<file path="src/rtl/stack_unit.sv">
// stack_unit: push/pop engine for the Forth parameter and return stacks.
// Accepts one stack op at a time, checks bounds against the selected
// region, performs the single memory access and writes the updated
// pointer back to register 1 (PSP) or register 2 (RSP).
//
// Handshakes: i_START is sampled only while o_READY=1, which is asserted
// only in IDLE, so an op is accepted exactly on a cycle with
// i_START && o_READY. A memory request (o_MREAD/o_MWRITE with o_MADDR and
// o_MDATA) is held stable until the cycle in which i_MREADY=1; that cycle
// completes it. o_DONE is a one-cycle pulse and needs no acknowledgement.
module stack_unit #(
    parameter logic [15:0] PS_BASE  = 16'd48,
    parameter logic [15:0] PS_LIMIT = 16'd56,
    parameter logic [15:0] RS_BASE  = 16'd56,
    parameter logic [15:0] RS_LIMIT = 16'd64
) (
    input  logic        c_CLOCK,
    input  logic        c_RESET_N,
    input  logic        i_START,
    input  logic [1:0]  i_OP,
    input  logic        f_RSTACK,
    input  logic [15:0] i_DATA,
    input  logic [15:0] i_PSP,
    input  logic [15:0] i_RSP,
    output logic        o_READY,
    output logic        o_DONE,
    output logic        o_ERR,
    output logic [15:0] o_RDATA,
    output logic [15:0] o_MADDR,
    output logic [15:0] o_MDATA,
    output logic        o_MWRITE,
    output logic        o_MREAD,
    input  logic [15:0] i_MDATA,
    input  logic        i_MREADY,
    output logic [3:0]  o_WADDR,
    output logic [15:0] o_WDATA,
    output logic        o_WRITE
);

    typedef enum logic [1:0] {
        ST_IDLE = 2'd0,
        ST_MEM  = 2'd1,
        ST_WB   = 2'd2,
        ST_DONE = 2'd3
    } state_e;

    typedef enum logic [1:0] {
        OP_PUSH = 2'b00,
        OP_POP  = 2'b01,
        OP_PEEK = 2'b10,
        OP_DROP = 2'b11
    } op_e;

    state_e      state_q, state_d;
    op_e         op_q, op_d;
    logic        rstack_q, rstack_d;
    logic [15:0] data_q, data_d;
    logic [15:0] sp_q, sp_d;
    logic        err_q, err_d;
    logic [15:0] rdata_q, rdata_d;

    // Region selected by the incoming request, used only at accept time
    logic [15:0] sel_sp, sel_base, sel_limit;
    logic        sel_err;

    assign sel_sp    = f_RSTACK ? i_RSP : i_PSP;
    assign sel_base  = f_RSTACK ? RS_BASE : PS_BASE;
    assign sel_limit = f_RSTACK ? RS_LIMIT : PS_LIMIT;
    assign sel_err   = (op_e'(i_OP) == OP_PUSH) ? (sel_sp >= sel_limit)
                                                : (sel_sp <= sel_base);

    // State and operand registers; reset abandons any op in flight
    always_ff @(posedge c_CLOCK or negedge c_RESET_N) begin
        if (!c_RESET_N) begin
            state_q  <= ST_IDLE;
            op_q     <= OP_PUSH;
            rstack_q <= 1'b0;
            data_q   <= 16'd0;
            sp_q     <= 16'd0;
            err_q    <= 1'b0;
            rdata_q  <= 16'd0;
        end else begin
            state_q  <= state_d;
            op_q     <= op_d;
            rstack_q <= rstack_d;
            data_q   <= data_d;
            sp_q     <= sp_d;
            err_q    <= err_d;
            rdata_q  <= rdata_d;
        end
    end

    // Next-state logic and state-decoded outputs
    always_comb begin
        state_d  = state_q;
        op_d     = op_q;
        rstack_d = rstack_q;
        data_d   = data_q;
        sp_d     = sp_q;
        err_d    = err_q;
        rdata_d  = rdata_q;

        o_READY  = 1'b0;
        o_DONE   = 1'b0;
        o_ERR    = 1'b0;
        o_MADDR  = 16'd0;
        o_MDATA  = 16'd0;
        o_MWRITE = 1'b0;
        o_MREAD  = 1'b0;
        o_WADDR  = 4'd0;
        o_WDATA  = 16'd0;
        o_WRITE  = 1'b0;

        case (state_q)
            ST_IDLE: begin
                o_READY = 1'b1;
                if (i_START) begin
                    op_d     = op_e'(i_OP);
                    rstack_d = f_RSTACK;
                    data_d   = i_DATA;
                    sp_d     = sel_sp;
                    err_d    = sel_err;
                    if (sel_err) begin
                        state_d = ST_DONE;
                    end else if (op_e'(i_OP) == OP_DROP) begin
                        state_d = ST_WB;
                    end else begin
                        state_d = ST_MEM;
                    end
                end
            end
            ST_MEM: begin
                if (op_q == OP_PUSH) begin
                    o_MWRITE = 1'b1;
                    o_MADDR  = sp_q;
                    o_MDATA  = data_q;
                end else begin
                    // POP and PEEK read the top element, one below SP
                    o_MREAD = 1'b1;
                    o_MADDR = sp_q - 16'd1;
                end
                if (i_MREADY) begin
                    if (op_q != OP_PUSH) begin
                        rdata_d = i_MDATA;
                    end
                    state_d = (op_q == OP_PEEK) ? ST_DONE : ST_WB;
                end
            end
            ST_WB: begin
                o_WRITE = 1'b1;
                o_WADDR = rstack_q ? 4'd2 : 4'd1;
                o_WDATA = (op_q == OP_PUSH) ? (sp_q + 16'd1) : (sp_q - 16'd1);
                state_d = ST_DONE;
            end
            ST_DONE: begin
                o_DONE  = 1'b1;
                o_ERR   = err_q;
                state_d = ST_IDLE;
            end
            default: state_d = ST_IDLE;
        endcase
    end

    assign o_RDATA = rdata_q;

endmodule

</file>
<file path="config.mk">
export PLATFORM = sky130hd
export DESIGN_NAME = stack_unit
export DESIGN_NICKNAME = d
export VERILOG_FILES = /design/src/rtl/stack_unit.sv
export SDC_FILE = /design/constraint.sdc
export NUM_CORES = 1
export LEC_CHECK = 0
export BUFFER_PORTS_ARGS = -buffer_cell sky130_fd_sc_hd__buf_2
export CORE_ASPECT_RATIO = 1.5
export CORE_MARGIN = 4
export CORE_UTILIZATION = 44
export CTS_CLUSTER_DIAMETER = 60
export DETAILED_ROUTE_END_ITERATION = 6
export GPL_TIMING_DRIVEN = 1
export PLACE_DENSITY = 0.78
export RECOVER_POWER = 25
export SLEW_MARGIN = 20
export SYNTH_ARGS = -nofsm -noshare
export SYNTH_HDL_FRONTEND = slang
export SYNTH_SLANG_ARGS = --single-unit
</file>
<file path="constraint.sdc">
create_clock -name c_CLOCK -period 2.1 [get_ports c_CLOCK]
set_clock_uncertainty 0.2 [all_clocks]
set_input_delay 0.105 -clock c_CLOCK [delete_from_list [all_inputs] [get_ports c_CLOCK]]
set_output_delay 0.105 -clock c_CLOCK [all_outputs]
set_load 0.02 [all_outputs]
</file>
==> impl_metrics.yaml, run 1 <==
timing:
  min_period_ns: 2.41
  hold_viol_final: 0
  tns_ns: -4.04
  tightest_slew_ns: 1.20
  max_freq_mhz: 415
  grt_setup_unrepaired: "yes"
  fin_ws_ns: -0.311
  max_slew_margin_pct: 19.8
  setup_viol: 22
  timing.final.crit_share_pct: 115
  slew_violations: 0
pwr:
  p_per_area_nw_per_um2: 1330
  seqPwrFrac_pct: 25.6
  switchingPower_mw: 3.38
  peakVddDrop_v: 0.000751
  clockPowerShare_pct: 10.3
  intPower_mw: 4.26
  p_total_mw: 7.64
  pwr-share-comb_pct: 64.2
  switching_share_pct: 44.3
  leakagePower_nw: 2.75
global_route:
  grt_max_degree: 35
  top_usage_layer: "met2"
  grt_first_pass_wirelength_um: 18700
  globalRouteMet1Util_pct: 26.9
  use_met2_pct: 44.9
  grt_util_met3_pct: 4.06
  antenna_found_initial: 0
  grt_pass1_vias: 3902
  gr-total-overflow: 0
  grt_usage_pct: 24.6
setup_path:
  endpoint: "o_WDATA[12]"
  startpoint: "sp_q[4]"
  cp_slowest_cell: "nor4_4"
  path_depth: 6
  crit_path_max_fanout: 4
  critPathRequiredTime_ns: 1.79
  cp.arrival_ns: 2.11
  path_class: "register to output pin"
  reg2reg_depth: 7
  cp_top_family: "simple AND/OR/NAND/NOR gates"
  worstSetupEndpointType: "output pin"
  crit-reg2reg-launch: "state_q[1]"
  crit_path_max_incr_delay_ns: 0.42
  cp-start-kind: "register"
  path_cells: "nor4_4 -> nand3_2 -> o32ai_2 -> xor2_1 -> and2_1 -> buf_4"
  critical_path_buf_inv_count: 1
  r2r_slack_ns: 0.18
  reg2reg_to: "state_q[1]"
floorplanning:
  fp.dieH_um: 118
  rows: 39
  die-width_um: 81.2
  core_area_um2: 7710
  start_util_pct: 45.9
  ios: 145
  die_area_um2: 9570
detailed_routing:
  antenna_left: 0
  num_vias: 3726
  initialDrtViolationCount: 137
  drc: 0
  first_pass_iters: 4
  vias_per_cell: 5.29
  routedWlPerCell_um: 16.8
  drt-total-wl_um: 11900
clock_network:
  h-tree-depth: 2
  cts_made_buffers: 5
  root_buffer: "clkbuf_16"
  clkLatencyLatePin_ns: 0.29
  cts_tree: "built"
  clk_pin_slew_ns: 0.07
  clk_path_buf_depth: 2
  cts_num_sinks: 54
min_path:
  hold_class: "primary input to register"
cells_and_area:
  antenna_cells: 0
  fin_nets: 682
  drive_above_1_share_pct: 45.1
  fin_area_um2: 5740
  syn2layout_area_growth_pct: 62.2
placed_design:
  placed_area_um2: 4560
  place_congestion: 0.835
  place_hpwl_um: 7700
  io_buffers: 142
  pre_cts_ws_ns: 0.00259
run_status:
  status: "complete, but fails checks"
  violations: "setup timing"
yosys:
  ys_ff_latch: 54
  synthArstFlopShare_pct: 100
  syn_avg_cell_area_um2: 9.62
  yosysUniqueCellTypes: 50
  yosysWarningCount: 0
  synthesis.area_um2: 3540
  ys_seq_area_share_pct: 38.2
  syn_inst: 368
  synth_edf_count: 0
  ys.flop_type: "dfrtp_1"
flow_run:
  drv_cap: 0
## layout by cell type, fill, tap and decap left out, types with 3 or more instances in the layout
cell           netlist  routed
nand2_1             35      33
inv_1                6       4
and2_1              13      13
nor3_1              10       7
nand4_1              5       5
a21oi_1              8       4
nor4_4               2       3
mux2i_1             13      13
mux2_2              41      41
buf_2                7     106
nor2b_1              4       3
o32ai_2              3       3
o31ai_1              3       3
dlygate4sd3_1        0      61
dfrtp_1             54      52
and3_1              21      20
nor2_4               0       3
buf_4                2      50
clkbuf_1            14      18
buf_6                2      19
nand3_1              6       5
clkbuf_16            0       5
a21oi_2              0       3
nor2_1              27      24
xor2_1              10       9
ha_1                 8       5
nor4_1               6       4
xnor2_1             16      14
o21ai_0             18      15
## power by group through the flow
| stage | combinational [mW] | sequential [mW] | clock, mW |
|---|---|---|---|
| floorplan | 2.51 | 2.03 | 0 |
| finish | 4.90 | 1.95 | 0.783 |
| detailed placement | 4.00 | 1.91 | 0 |
| global route | 5.26 | 2.02 | 0.844 |
| CTS | 4.54 | 1.91 | 0.798 |
| global placement | 3.91 | 1.88 | 0 |
## per-stage QoR
| step | hold WS (ns) | instances | utilization [%] |
|---|---|---|---|
| CTS | 0.0263 | 703 | 72.5 |
| global route | 0.0483 | 705 | 74.4 |
| global placement | -0.0838 | 621 | 59.1 |
| floorplan | -0.391 | 369 | - |
| detailed placement | -0.0844 | 621 | 59.1 |
| finish | 0.0339 | 705 | 74.4 |
## area by class of cell
class,count,area [µm²]
Clock buffer,6,129
Inverter,7,27.5
Clock inverter,1,7.51
Sequential cell,54,1350
Multi-Input combinational cell,280,2270
Tap cell,102,128
Timing Repair Buffer,255,1820
Fill cell,564,1970
## cell usage after synthesis, types with 2 or more instances
cell       n  share of area (%)
a211oi_1   2               0.42
a21oi_1    8                1.1
a31oi_1    2               0.35
and2_1    13                2.3
and3_1    21                3.7
buf_1      2               0.21
buf_2      7               0.99
buf_4      2               0.42
buf_6      2               0.64
clkbuf_1  14                1.5
dfrtp_1   54                 38
ha_1       8                2.8
inv_1      6               0.64
mux2_2    41                 13
mux2i_1   13                3.7
nand2_1   35                3.7
nand2b_1   2               0.35
nand3_1    6               0.85
nand4_1    5               0.88
nor2_1    27                2.9
nor2b_1    4               0.71
nor3_1    10                1.4
nor4_1     6                1.1
nor4_4     2                1.2
o21a_1     3               0.64
o21ai_0   18                2.5
o31ai_1    3               0.64
o32ai_2    3                1.4
or2_2      2               0.35
or3_1      3               0.53
xnor2_1   16                4.0
xor2_1    10                2.5
## state kept, by name, summed over array words and instances (netlist names)
signal    cells
data_q       16
op_q          2
sp_q         16
rstack_q      1
state_q       2
o_RDATA      16
err_q         1
## how the worst min path moves through the flow
stage                   start    endpoint  slack, ns  cells after the start
global placement    c_RESET_N    sp_q[15]      -0.08                      1
global route         i_RSP[6]     sp_q[6]       0.05                      3
CTS                   i_START  state_q[0]       0.03                      4
finish                i_START  state_q[0]       0.03                      4
floorplan           c_RESET_N   data_q[0]      -0.39                      0
detailed placement  c_RESET_N    sp_q[15]      -0.08                      1
## cell families after synthesis
| family | synth area share (%) |
|---|---|
| simple gates | 22.6 |
| mux | 16.7 |
| flops | 38.2 |
| compound gates | 8.49 |
| buf+inv | 4.63 |
| xor+xnor | 6.44 |
| fa+ha+maj | 2.83 |
| other cells | 0.106 |
## worst register-to-register path, cell delays in order, from the launching register on
cell and delay [ns]:
dfrtp_1 0.41, inv_1 0.11, ha_1 0.20, clkinv_2 0.11, o22ai_1 0.35, nor3_1 0.08, a21oi_1 0.15, a21boi_0 0.22
## routing by layer
layer	share of wire, %	wire length (µm)
met5	0	0
met4	3.6	424
met3	4.6	546
met2	55	6570
met1	37	4340
## repair_timing
action	CTS	global route
buffers inserted	15	5
setup endpoints to repair	25	27
endpoints found under the hold margin	69	0
resized for setup	44	42
gates cloned	0	0
hold buffers	61	0
pin swaps	11	20
(Power assumes the default switching activity.)
==> inputs of run 2 (changes only) <==
--- a/config.mk
+++ b/config.mk
@@ -9,9 +9,9 @@
 export CORE_ASPECT_RATIO = 1.5
 export CORE_MARGIN = 4
-export CORE_UTILIZATION = 44
+export CORE_UTILIZATION = 53
 export CTS_CLUSTER_DIAMETER = 60
 export DETAILED_ROUTE_END_ITERATION = 6
 export GPL_TIMING_DRIVEN = 1
-export PLACE_DENSITY = 0.78
+export PLACE_DENSITY = 0.88
 export RECOVER_POWER = 25
 export SLEW_MARGIN = 20
==> constraint.sdc (replaced) <==
create_clock -name c_CLOCK -period 2.8 [get_ports c_CLOCK]
set_clock_uncertainty 0.2 [all_clocks]
set_input_delay 0.14 -clock c_CLOCK [delete_from_list [all_inputs] [get_ports c_CLOCK]]
set_output_delay 0.14 -clock c_CLOCK [all_outputs]
set_load 0.05 [all_outputs]
==> run 2 against run 1 <==
Compared with the run above:
- the flow finishes with violations (hold timing)
- design area shrank 13%
- via count shrank 4.4%
- worst hold slack worse by 0.036 ns
- largest cell class unchanged
- clock-buffer cell count down 1
- critical path depth grew 1
- core utilization up 2.2 points
- clock power is 44% lower
- die area fell by 16%
==> impl_metrics.yaml, run 2 (synthesis gave the netlist of run 1 again) <==
run_status:
  status: "complete, but fails checks"
  violations: "hold timing"
detailed_routing:
  initialDrtViolationCount: 223
  routedWlPerCell_um: 16.9
  vias_per_cell: 5.61
  drc: 0
  num_vias: 3562
  drt-total-wl_um: 10700
  first_pass_iters: 4
  antenna_left: 0
placed_design:
  io_buffers: 142
  placed_area_um2: 4280
  place_hpwl_um: 7280
  pre_cts_ws_ns: 0.348
  place_congestion: 0.882
timing:
  tightest_slew_ns: 1.32
  hold_viol_final: 1
  max_slew_margin_pct: 11.7
  hold_slack_ns: -0.00166
  fin_ws_ns: 0.0979
  min_period_ns: 2.70
  timing.final.crit_share_pct: 96.5
  slew_violations: 0
  setup_viol: 0
  max_freq_mhz: 370
  tns_ns: 0
global_route:
  gr-total-overflow: 0
  grt_max_degree: 55
  grt_usage_pct: 26.1
  antenna_found_initial: 1
  grt_first_pass_wirelength_um: 16400
  grt_pass1_vias: 3548
cells_and_area:
  final_cell_mix: "141 x buf_2, 56 x dlygate4sd3_1, 50 x dfrtp_1, 41 x mux2_2, 35 x nand2_1"
  syn2layout_area_growth_pct: 40.5
  layout_commonest_cell: "buf_2"
  n_fill_cell: 424
  drive_above_1_share_pct: 40.0
  fin_area_um2: 4970
  fin_nets: 636
pwr:
  p_total_mw: 5.58
  leakagePower_nw: 2.48
  p_per_area_nw_per_um2: 1120
  peakVddDrop_v: 0.000733
clock_network:
  clkLatencyLatePin_ns: 0.32
  cts_made_buffers: 5
  h-tree-depth: 2
  clk_path_buf_depth: 2
  cts_tree: "built"
  cts_num_sinks: 54
  clk_pin_slew_ns: 0.10
  root_buffer: "clkbuf_8"
min_path:
  worstHoldPathCells: 3
  min_from: "i_RSP[3]"
  hold_end: "sp_q[3]"
  hold_class: "primary input to register"
floorplanning:
  die-width_um: 74.7
  rows: 36
  core_area_um2: 6490
  die_area_um2: 8070
  ios: 145
  fp.dieH_um: 108
  start_util_pct: 54.6
setup_path:
  cp.arrival_ns: 2.36
  crit_path_max_fanout: 9
  reg2reg_to: "sp_q[5]"
  reg2reg_depth: 5
  path_class: "register to output pin"
  crit-reg2reg-launch: "state_q[0]"
  r2r_slack_ns: 0.73
  critPathRequiredTime_ns: 2.46
  worstSetupEndpointType: "output pin"
  cp-start-kind: "register"
flow_run:
  drv_cap: 0
==> run 2: cell types whose count changed in the layout (fill, tap and decap cells not counted), moves of 3 or more <==
cell	previous run	this run
a21oi_1	4	8
a21oi_2	3	0
buf_2	106	141
buf_4	50	10
buf_6	19	0
clkbuf_1	18	0
clkbuf_16	5	0
clkbuf_8	0	5
dlygate4sd3_1	61	56
ha_1	5	8
nor2_4	3	0
nor3_1	7	10
o21ai_0	15	18
==> run 2: worst max path at each step <==
stage | start | endpoint | slack (ns) | cells after the start
finish | sp_q[4] | o_WDATA[12] | 0.1 | 7
CTS | sp_q[3] | o_WDATA[15] | 0.001 | 6
detailed placement | sp_q[4] | o_WDATA[15] | 0.35 | 6
floorplan | state_q[1] | o_RDATA[10] | 0.25 | 8
global placement | sp_q[4] | o_WDATA[15] | 0.44 | 6
global route | sp_q[4] | o_WDATA[12] | -0.02 | 7
==> run 2: repair_timing <==
action                                  CTS  global route
resized for setup                         0             8
setup buffers                             0             3
hold endpoints to repair                 99             0
pin swaps                                 1             4
hold buffers                             56             0
endpoints found under the setup margin    1            11
==> run 2: area by class of cell <==
type	instances	area, µm²	share of cell area [%]
clock buffers	5	68.8	1.38
clock inverters	3	21.3	0.428
flip-flops and latches	54	1360	27.3
diodes	1	2.50	0.0503
multi-input cells	280	2050	41.2
inverters	7	26.3	0.528
well taps	76	95.1	1.91
repair buffers	209	1350	27.2
==> run 2: through the flow <==
step | instances | util [%]
after floorplan | 369 | -
after global placement | 567 | 66.0
after detailed placement | 567 | 66.0
after CTS | 631 | 76.0
after global routing | 635 | 76.7
final | 635 | 76.7
==> run 2: routing by layer <==
layer,wire (µm),global-route usage (%)
met1,3850,30.0
met4,493,13.2
met2,5790,46.5
met5,0,0
met3,578,2.79
==> run 2: where the power goes <==
part	internal, mW	switching, mW	leakage, nW
Sequential	1.17	0.437	0.647
Combinational	1.16	2.37	1.79
Clock	0.176	0.263	0.0441
==> run 2: worst max-delay path, stage by stage, from the launching register on <==
cell and delay (ns):
dfrtp_2 0.50, nor4_4 0.38, buf_4 0.19, nand3_2 0.14, o32ai_2 0.32, xor2_1 0.15, and2_1 0.12, buf_2 0.25
==> inputs of run 3 (changes only) <==
CORE_ASPECT_RATIO = default   (was 1.5)
TNS_END_PERCENT = 100   (was default)
==> run 3 against run 2 <==
Compared with the run above:
- critical path type unchanged
- clock-buffer cell count is 1 higher
- fmax up 0.93%
- the flow now finishes without violations
- largest cell class unchanged
- critical path depth unchanged
- via count grew 3.1%
==> impl_metrics.yaml, run 3 (synthesis gave the netlist of run 1 again) <==
cells_and_area:
  syn2layout_area_growth_pct: 40.7
  layout_commonest_cell: "buf_2"
  final_cell_mix: "123 x buf_2, 54 x dlygate4sd3_1, 51 x dfrtp_1, 41 x mux2_2, 35 x nand2_1"
  drive_above_1_share_pct: 37.1
  final_cells: 635
  post-route-util_pct: 77.5
  antenna_cells: 0
  fin_area_um2: 4980
  fin_nets: 636
  multi_input_comb_area_um2: 2050
  n_fill_cell: 432
  register_area_um2: 1360
placed_design:
  placed_area_um2: 4290
  io_buffers: 142
  pre_cts_ws_ns: 0.270
  place_congestion: 0.873
  place_hpwl_um: 7620
  dp.cells: 569
detailed_routing:
  vias_per_cell: 5.78
  drc: 0
  num_vias: 3671
  highest_layer: "met4"
  initialDrtViolationCount: 238
  drt-total-wl_um: 12200
  antenna_left: 0
  met1_length_um: 4190
  routedWlPerCell_um: 19.3
  wl_met3_um: 965
  first_pass_iters: 5
  wl_met2_um: 6380
setup_path:
  critPathRequiredTime_ns: 2.46
  crit_path_max_fanout: 6
  path_class: "register to output pin"
  cp-start-kind: "register"
  cp.arrival_ns: 2.34
  worstSetupEndpointType: "output pin"
timing:
  hold_viol_final: 0
  tightest_slew_ns: 1.19
  max_freq_mhz: 374
  fin_ws_ns: 0.123
  setup_viol: 0
  tns_ns: 0
  min_period_ns: 2.68
  max_slew_margin_pct: 20.5
  hold_slack_ns: 0.0264
  timing.final.crit_share_pct: 95.6
  slew_violations: 0
clock_network:
  clk_path_buf_depth: 2
  clk_pin_slew_ns: 0.09
  h-tree-depth: 2
  root_buffer: "clkbuf_8"
  cts_tree: "built"
  cts_made_buffers: 5
  clkLatencyLatePin_ns: 0.31
  cts_num_sinks: 54
pwr:
  seqPwrFrac_pct: 27.8
  clockPowerShare_pct: 9.7
  p_per_area_nw_per_um2: 1160
  pwr-share-comb_pct: 62.5
  leakagePower_nw: 2.45
  switchingPower_mw: 3.17
  p_total_mw: 5.79
  intPower_mw: 2.62
  switching_share_pct: 54.8
  peakVddDrop_v: 0.000836
run_status:
  status: "completed"
global_route:
  antenna_found_initial: 0
  grt_pass1_vias: 3868
  grt_usage_pct: 29.6
  gr-total-overflow: 0
  grt_first_pass_wirelength_um: 19300
  grt_max_degree: 35
floorplanning:
  rows: 29
  fp.dieH_um: 89.7
  core_area_um2: 6420
  die_area_um2: 8050
  ios: 145
  start_util_pct: 55.1
  die-width_um: 89.7
flow_run:
  drv_cap: 0
min_path:
  hold_class: "primary input to register"
-- run 3: cell types whose count changed in the layout (fill, tap and decap cells not counted), moves of 2 or more --
cell and delta:
buf_2 -18, clkbuf_1 +17, buf_4 +3, dlygate4sd3_1 -2
-- run 3: critical path, cell delays in order (launching register included) --
cell and delay, ns:
dfrtp_2 0.49, nor4_4 0.38, buf_4 0.18, nand3_2 0.14, o32ai_2 0.30, xor2_1 0.16, and2_1 0.13, buf_2 0.25
-- run 3: worst paths after layout --
path                       cells past startpoint  slack (ns)           to       start
max                                            7        0.12  o_WDATA[12]     sp_q[5]
min in group asynchronous                      2        0.37  o_RDATA[13]   c_RESET_N
min                                            3        0.03      sp_q[7]    i_RSP[7]
max reg2reg                                    7        0.35   o_RDATA[0]  state_q[1]
min reg2reg                                    1        0.31   data_q[14]  data_q[14]
max in group asynchronous                      3        0.51      sp_q[5]   c_RESET_N
-- run 3: repair_timing --
action,4_1_cts,5_1_grt
hold buffers,54,0
endpoints found under the setup margin,1,11
pin swaps,1,4
hold endpoints to repair,64,0
cloned,0,0
gates resized for setup,2,6
buffers inserted,1,3
-- run 3: area by class of cell --
class                           count  area share [%]
Inverter                            7           0.528
Tap cell                           77            1.94
Sequential cell                    54            27.2
Multi-Input combinational cell    280            41.2
Clock inverter                      2           0.779
Timing Repair Buffer              209            26.7
Clock buffer                        6            1.66
-- run 3: per-layer routing --
metal / vias to the layer above / global-route usage, %
met5: - / 0
li1: 1664 / -
met3: 59 / 5.84
met1: 1715 / 31.7
met4: 0 / 17.4
met2: 233 / 53.9
-- run 3: power by group through the flow --
stage	clock (mW)	combinational, mW	sequential [mW]
global route	0.597	3.83	1.66
floorplan	0	2.46	1.79
finish	0.563	3.62	1.61
CTS	0.559	3.56	1.57
detailed placement	0	3.47	1.58
global placement	0	3.39	1.54
